--- src/rtl/bus_transfer_sequencer_pkg.sv ---
// Shared constants, state encoding and helpers for the register-bus transfer sequencer.
package bus_pkg;

  localparam int NREGS    = 16;
  localparam int SEL_W    = 5;
  localparam int SEL_NONE = 0;
  localparam int SEL_EXT  = NREGS + 1;

  typedef enum logic [1:0] {
    IDLE  = 2'd0,
    DRIVE = 2'd1,
    LOAD  = 2'd2
  } state_t;

  // Mux select code that puts register r<idx> on the bus.
  function automatic logic [SEL_W-1:0] reg_sel(input logic [3:0] idx);
    return SEL_W'(idx) + SEL_W'(1);
  endfunction

endpackage

--- src/rtl/bus_transfer_sequencer_rr_arbiter.sv ---
// Combinational round-robin arbiter: the search starts at ptr and wraps; the grant is one-hot.
module rr_arbiter #(
  parameter int NREQ = 2,
  parameter int PW   = 1
) (
  input  logic [NREQ-1:0] req,
  input  logic [PW-1:0]   ptr,
  output logic [NREQ-1:0] gnt
);

  logic [2*NREQ-1:0] dbl;
  logic [2*NREQ-1:0] back;
  logic [NREQ-1:0]   rot;
  logic [NREQ-1:0]   pick;

  // Rotate so the pointer sits at bit 0, keep the lowest set bit, rotate back.
  assign dbl  = {req, req} >> ptr;
  assign rot  = dbl[NREQ-1:0];
  assign pick = rot & (~rot + NREQ'(1));
  assign back = {pick, pick} << ptr;
  assign gnt  = back[2*NREQ-1:NREQ];

endmodule

--- src/rtl/bus_transfer_sequencer.sv ---
// Owns the shared register bus: arbitrates transfer requests round-robin, drives the mux
// select for SETTLE cycles, then strobes exactly one destination load and a done pulse.
// Handshake: a request is accepted on a rising edge where req_valid[i] & req_ready[i];
// req_ready is one-hot and only offered in IDLE, so at most one transfer is in flight.
module bus_transfer_sequencer
  import bus_pkg::*;
#(
  parameter int NREQ   = 2,
  parameter int NREGS  = 16,
  parameter int SEL_W  = 5,
  parameter int SETTLE = 1
) (
  input  logic                  clk,
  input  logic                  rst_n,
  input  logic [NREQ-1:0]       req_valid,
  input  logic [NREQ*SEL_W-1:0] req_src,
  input  logic [NREQ*4-1:0]     req_dst,
  output logic [NREQ-1:0]       req_ready,
  output logic [NREQ-1:0]       done,
  output logic [SEL_W-1:0]      mux_sel,
  output logic                  ext_drive,
  output logic [NREGS-1:0]      reg_load,
  output logic                  busy,
  output logic                  err,
  input  logic                  err_clr,
  output logic [1:0]            dbg_state
);

  localparam int PW = (NREQ > 1) ? $clog2(NREQ) : 1;
  localparam int CW = (SETTLE > 1) ? $clog2(SETTLE) : 1;
  localparam logic [SEL_W-1:0] SEL_EXT_C = SEL_W'(NREGS + 1);

  state_t          state;
  logic [CW-1:0]   cnt;
  logic [3:0]      dst_q;
  logic [NREQ-1:0] gid_q;
  logic [PW-1:0]   ptr;

  logic [NREQ-1:0] gnt;
  logic [PW-1:0]   gidx;
  logic [PW-1:0]   ptr_nxt;
  logic [SEL_W-1:0] sel_src;
  logic [3:0]      sel_dst;
  logic            accept;
  logic            drive_ok;
  logic            illegal;

  rr_arbiter #(.NREQ(NREQ), .PW(PW)) u_arb (
    .req (req_valid),
    .ptr (ptr),
    .gnt (gnt)
  );

  assign req_ready = (rst_n && state == IDLE) ? gnt : '0;
  assign accept    = |req_ready;
  assign busy      = (state != IDLE);
  assign dbg_state = state;

  // Select the granted requester's source/destination and its index.
  always_comb begin
    gidx    = '0;
    sel_src = '0;
    sel_dst = '0;
    for (int i = 0; i < NREQ; i++) begin
      if (gnt[i]) begin
        gidx    = PW'(i);
        sel_src = req_src[i*SEL_W +: SEL_W];
        sel_dst = req_dst[i*4 +: 4];
      end
    end
  end

  assign ptr_nxt  = (gidx == PW'(NREQ - 1)) ? '0 : gidx + PW'(1);
  assign drive_ok = (sel_src != '0) && (sel_src <= SEL_EXT_C);
  assign illegal  = (sel_src > SEL_EXT_C);

  // Transfer FSM; all bus-facing outputs are registered so they change only on the clock.
  always_ff @(posedge clk or negedge rst_n) begin
    if (!rst_n) begin
      state     <= IDLE;
      cnt       <= '0;
      dst_q     <= '0;
      gid_q     <= '0;
      ptr       <= '0;
      mux_sel   <= '0;
      ext_drive <= 1'b0;
      reg_load  <= '0;
      done      <= '0;
    end else begin
      case (state)
        IDLE: begin
          if (accept) begin
            dst_q <= sel_dst;
            gid_q <= gnt;
            ptr   <= ptr_nxt;
            if (drive_ok) begin
              state     <= DRIVE;
              cnt       <= '0;
              mux_sel   <= sel_src;
              ext_drive <= (sel_src == SEL_EXT_C);
            end else begin
              // No-op and illegal sources skip the bus entirely but still complete.
              state <= LOAD;
              done  <= gnt;
            end
          end
        end
        DRIVE: begin
          if (cnt == CW'(SETTLE - 1)) begin
            state    <= LOAD;
            reg_load <= NREGS'(1) << dst_q;
            done     <= gid_q;
          end else begin
            cnt <= cnt + CW'(1);
          end
        end
        LOAD: begin
          state     <= IDLE;
          mux_sel   <= '0;
          ext_drive <= 1'b0;
          reg_load  <= '0;
          done      <= '0;
        end
        default: begin
          state <= IDLE;
        end
      endcase
    end
  end

  // Sticky illegal-source flag; a new error beats a simultaneous clear.
  always_ff @(posedge clk or negedge rst_n) begin
    if (!rst_n) begin
      err <= 1'b0;
    end else if (accept && illegal) begin
      err <= 1'b1;
    end else if (err_clr) begin
      err <= 1'b0;
    end
  end

endmodule

--- config.mk ---
export PLATFORM = sky130hd
export DESIGN_NAME = bus_transfer_sequencer
export DESIGN_NICKNAME = d
export VERILOG_FILES = /design/src/rtl/bus_transfer_sequencer_pkg.sv /design/src/rtl/bus_transfer_sequencer_rr_arbiter.sv /design/src/rtl/bus_transfer_sequencer.sv
export SDC_FILE = /design/constraint.sdc
export NUM_CORES = 1
export LEC_CHECK = 0
export CORE_ASPECT_RATIO = 1.5
export CORE_UTILIZATION = 42
export DETAILED_ROUTE_END_ITERATION = 8
export HOLD_SLACK_MARGIN = 0.12
export PLACE_DENSITY = 0.76
export SYNTH_ARGS = -nofsm -noshare
export SYNTH_HDL_FRONTEND = slang
export SYNTH_SLANG_ARGS = --single-unit
--- constraint.sdc ---
create_clock -name clk -period 1.65 [get_ports clk]
set_input_delay 0.4125 -clock clk [delete_from_list [all_inputs] [get_ports clk]]
set_output_delay 0.4125 -clock clk [all_outputs]
set_load 0.005 [all_outputs]
# Yosys cells after proc, flatten, opt, wreduce, memory -nomap -nowiden
# Cells that the tools add are included.
# word_totals
out_inout_bits	30
reg_bits	35
# op_classes
magnitude_cmp	2
eq_ne	7
n_addsub	3
n_mux	29
n_reduce_logical	18
bitwise	2
shifts	3
# ops
cell	n
$pmux 16 s2	1
$mux 5	4
$mux 16	1
$shl 1x4->16 const A	1
$mux 2	7
$pmux 5 s2	1
$reduce_bool 2->1	5
$mux 1	9
$mux 4	2
$ne 2x2->1 const B	4
$pmux 2 s3	1
$reduce_and 2->1	3
$reduce_and 3->1	2
$eq 5x5->1 const B	1
$gt 5x5->1 const B	1
$le 5x5->1 const B	1
$reduce_bool 5->1	1
$pmux 1 s2	2
$pmux 2 s2	1
$reduce_and 4->1	1
$shl 4x1->4	1
$shr 4x1->2	1
$logic_and 1x1->1	3
$reduce_bool 3->1	1
8 further kinds	9

# Depth between registers and ports, before layout
# depth
ltp_word	12
mapped_depth	7
ltp_nobuf	7

# By module
# A second synthesis with hierarchy kept.
# unflattened
hier_cells	190
hier_area_um2	1806.7
# by_module_without_submodules
module	n_inst	area_per_inst_um2	seq_area_each_um2	cells_per_inst
bus_transfer_sequencer	1	1788.0	850.8	187
rr_arbiter	1	18.8	0.0	3

# Worst setup path after synthesis
# Ideal clock, no wire load.
# synth_timing
path_kind	reg-to-reg
from	reg ptr
to	reg mux_sel[1]
stages_incl_launch_ff	6
setup_slack_ns	-0.102
setup_ns	0.080
t_arrival_ns	1.672
path_buffers	0
cell_sequence	dfrtp_1 > nand2b_2 > a32o_2 > a211o_1 > a21o_4 > o211ai_2
# synth_between
elab_chain_len	11
word_cells_on_any_way	18
# synth_rtl
element	line_no	text
from (decl)	bus_transfer_sequencer.sv:37	logic [PW-1:0] ptr;
from (signal assigned)	bus_transfer_sequencer.sv:95	ptr <= ptr_nxt;
$shr 4x1->2	bus_transfer_sequencer_rr_arbiter.sv:17	assign dbl = {req, req} >> ptr;
$not 2->2	bus_transfer_sequencer_rr_arbiter.sv:19	assign pick = rot & (~rot + NREQ'(1));
$add 2x1->2	bus_transfer_sequencer_rr_arbiter.sv:19	
$and 2x2->2	bus_transfer_sequencer_rr_arbiter.sv:19	
$shl 4x1->4 (*)	bus_transfer_sequencer_rr_arbiter.sv:20	assign back = {pick, pick} << ptr;
$mux 5 (2 in a row)	bus_transfer_sequencer.sv:65	if (gnt[i]) begin
$le 5x5->1 / $reduce_bool 5->1 (equally long branches)	bus_transfer_sequencer.sv:74	assign drive_ok = (sel_src != '0) && (sel_src <= SEL_EXT_C);
$logic_and 1x1->1	bus_transfer_sequencer.sv:74	
$ne 2x2->1 (no line)	--	
$reduce_and 3->1 (no line)	--	
to (signal assigned)	bus_transfer_sequencer.sv:99	mux_sel <= sel_src;
to (decl)	bus_transfer_sequencer.sv:20	output logic [SEL_W-1:0] mux_sel,
# Mark *: on every way between the ends. The rest lies on a longest branch, timed or not. The select of a mux whose other input is x is not followed.
# A chain may end at the register's enable or synchronous reset.

# Worst setup path in the final report
# layout_timing
from	reg ptr
to	reg done[0]
# layout_between
elab_chain_len	11
word_cells_on_any_way	18
# layout_rtl
element	line_no	text
$shr 4x1->2	bus_transfer_sequencer_rr_arbiter.sv:17	
$not 2->2	bus_transfer_sequencer_rr_arbiter.sv:19	
$add 2x1->2	bus_transfer_sequencer_rr_arbiter.sv:19	
$and 2x2->2	bus_transfer_sequencer_rr_arbiter.sv:19	
$shl 4x1->4 (*)	bus_transfer_sequencer_rr_arbiter.sv:20	
$mux 5 (2 in a row)	bus_transfer_sequencer.sv:65	
$le 5x5->1 / $reduce_bool 5->1 (equally long branches)	bus_transfer_sequencer.sv:74	
$logic_and 1x1->1	bus_transfer_sequencer.sv:74	
$ne 2x2->1 (no line)	--	
$reduce_and 4->1 (no line)	--	
to (signal assigned)	bus_transfer_sequencer.sv:104	done <= gnt;
to (signal assigned)	bus_transfer_sequencer.sv:112	done <= gid_q;
to (decl)	bus_transfer_sequencer.sv:19	output logic [NREQ-1:0] done,
# Marked as above.

==> run metrics <==
status=complete, but fails checks; failing checks=setup timing; Yosys Warn Count=0; Net Sw Frac=37.7%; most frequent cell after synthesis=dfrtp_1; routed wire length=5.21 mm; CTS root buffer=clkbuf_8; sequential share of power=26.7%; Synth top cells by count=34 x dfrtp_1, 21 x inv_1, 20 x nand2_1, 16 x o22ai_1, 8 x nor2_1; worst r2r src=ptr; post-synth top area share=48.5%; initial antenna violation count=0; Worst slew margin=71.3%; Placed Instances=303; critical-path maximum fanout=5; slowest stage delay, CP=0.42 ns; flip-flop and latch count after synthesis=34; Post-Layout Cell Count=322; die width=54.8 µm; Post-layout nets=303; Max Slew Vio Count=0; vias per std cell=5.42; Max VDD drop=1.47 mV; Comb pwr share=57.8%; Site Rows=28; I/O Buffers=52; Clock Path Buffers=2; area share of fa/ha/maj cells after synthesis=2.85%; crit path time final=1.90 ns; Final GP Congestion=0.915; largest net degree at the start of global routing=34; die area=0.00445 mm²; worst skew pair latency=0.29 ns; area leader, netlist=dfrtp_1; Area Growth Syn to Fin=69.1%; I/O pin cnt=53; P_int=2950 µW; Distinct cells, synth=42; diodes inserted=0; # clock sinks=34; Seq/Total Area, Yosys=48.5%; Mapped Avg Cell Area=9.75 µm²; Crit path max-delay family=buffers and inverters; CTS tree=done; share of cells above drive strength 1=33.2%; CP Class=register to register; ys async rst share=100%; antenna-violating nets left=0; RSZ-0062 raised after global routing=yes; Crit. End Element=register; Psw=1790 µW; setup TNS=-2.45 ns; Tot GR Track Use=25.1%; hold buffers post-CTS=0; Leak=0.00129 µW; global-route wire length before repair=7.90 mm; global route overflow=0; drt initial violations=39; synth top area cells=dfrtp_1 48%, o22ai_1 5.7%, inv_1 4.5%, nand2_1 4.3%, a22oi_1 3.0%; multiplexer area fraction after synthesis=0%; Cell Pwr Density=1600 mW/mm²; Die Y=81.2 µm; Buf/Inv on CP=5; post-synthesis cell area=0.00176 mm²; xor-xnor portion of the synthesized cell area=0%; crit path launch type=register; Arr. time, crit path=2.07 ns; largest family of logic cells by synthesized area=compound AO/OA/AOI/OAI gates; CP cell instances=nand2b_4, buf_6, buf_12, a32oi_4, buf_12, buf_4, a21oi_4, buf_6, o221ai_2, nand3_1; critical path required time=1.81 ns; clock slew at reported path FFs=0.07 ns; final hold vios=0; DR WL/cell=16.2 µm; Initial Util=44.3%; Finish-stage setup viols=13; clock group share of total power=15.4%; Core ar.=0.00396 mm²; EDFF count, synth=0; Setup crit start=ptr; Max Freq=526 MHz; post-synthesis compound-gate area fraction=27.0%; Most used DFF post-synth=dfrtp_1; final period utilization=115%; Worst Max-Slew Pin Slew=0.431 ns; drc violations=0; clock buffer count from CTS=5; number of global-route vias before repair=1744; Worst Hold Class=input pin to async pin; post-layout worst setup margin=-0.250 ns; Post-Synth Simple-Gate Area=15.0%; drt pass-1 iters=4; hpwl dp=3.54 mm; pre-CTS setup slack=-0.724 ns; CP max-delay cell=dfrtp_1; Max-cap violations=0; Cells after Synth=180; Mapped Nets=207; clk_skew=0.00565 ns; H-tree depth reported by CTS=2; via count=1746
[layout by cell type (no fill, tap or decap), types with 2 or more instances in the layout]
cell type and count:
dfrtp_1 34, nand2_1 18, nand3_1 4, o211ai_1 2, or2_1 2, a32o_1 2, nand2b_1 3, a22oi_1 7
inv_1 17, o21ai_1 4, buf_4 33, buf_6 10, nand4_1 6, ha_1 3, a32o_2 2, buf_12 3
nor2_1 5, o211ai_2 4, dlygate4sd2_1 6, o21ai_0 5, clkbuf_8 8, clkdlybuf4s50_1 42, a32oi_4 2, o22ai_1 15
inv_2 3, a21oi_1 3, nor2_4 2
[layer usage]
metal,up-vias,track usage [%],wire length [µm]
li1,850,-,-
met1,838,25.7,1970
met2,48,46.6,2960
met3,10,4.49,163
met4,0,10.5,121
met5,-,0,0
[final timing paths]
path | cells past startpoint | to | slack, ns
worst min-delay path | 2 | done[1] | 0.43
min in group clk | 1 | gid_q[0] | 0.49
worst max register to register | 10 | done[0] | -0.25
worst max-delay path | 10 | done[0] | -0.25
worst min register to register | 1 | gid_q[0] | 0.49
max in group asynchronous | 2 | reg_load[1] | 0.90
[state kept, by name (all words and copies together), names as in the netlist]
register	count
dbg_state	2
done	2
dst_q	4
err	1
ext_drive	1
gid_q	2
mux_sel	5
ptr	1
reg_load	16
[final cells by class]
class                           count  area (µm²)
Clock buffer                        8         110
Sequential cell                    34         851
Multi-Input combinational cell    118         967
Fill cell                         280         990
Tap cell                           45        56.3
Inverter                           21        81.3
Timing Repair Buffer               96         903
[cells by family after synthesis]
family / Yosys count
AO/OA/AOI/OAI: 61
AND/OR/NAND/NOR: 53
flip-flops: 34
buffers and inverters: 28
adder cells (fa/ha/maj): 4
[power groups by stage]
stage,Sequential [µW],Clock [µW],Combinational (µW)
after CTS,1260,737,2480
after global placement,1260,0,2210
after global routing,1310,773,2950
after floorplan,1270,0,1100
final,1270,731,2740
after detailed placement,1270,0,2230
[metrics by stage]
| step | power (µW) | hold slack [ns] | utilization [%] | area (µm²) |
|---|---|---|---|---|
| after global routing | 5030 | 0.505 | 75.0 | 2970 |
| after global placement | 3470 | 0.469 | 66.4 | 2630 |
| final | 4740 | 0.432 | 75.0 | 2970 |
| after CTS | 4480 | 0.447 | 72.8 | 2880 |
| after detailed placement | 3500 | 0.467 | 66.4 | 2630 |
| after floorplan | 2370 | 0.117 | - | 1800 |
[what timing repair did]
action                     4_1_cts  5_1_grt
setup buffers                    6        7
setup endpoints to repair       17       18
cloned                           0        0
gates resized for setup         43       18
pin swaps                       17        7
Power figures use the tool's default switching activity.
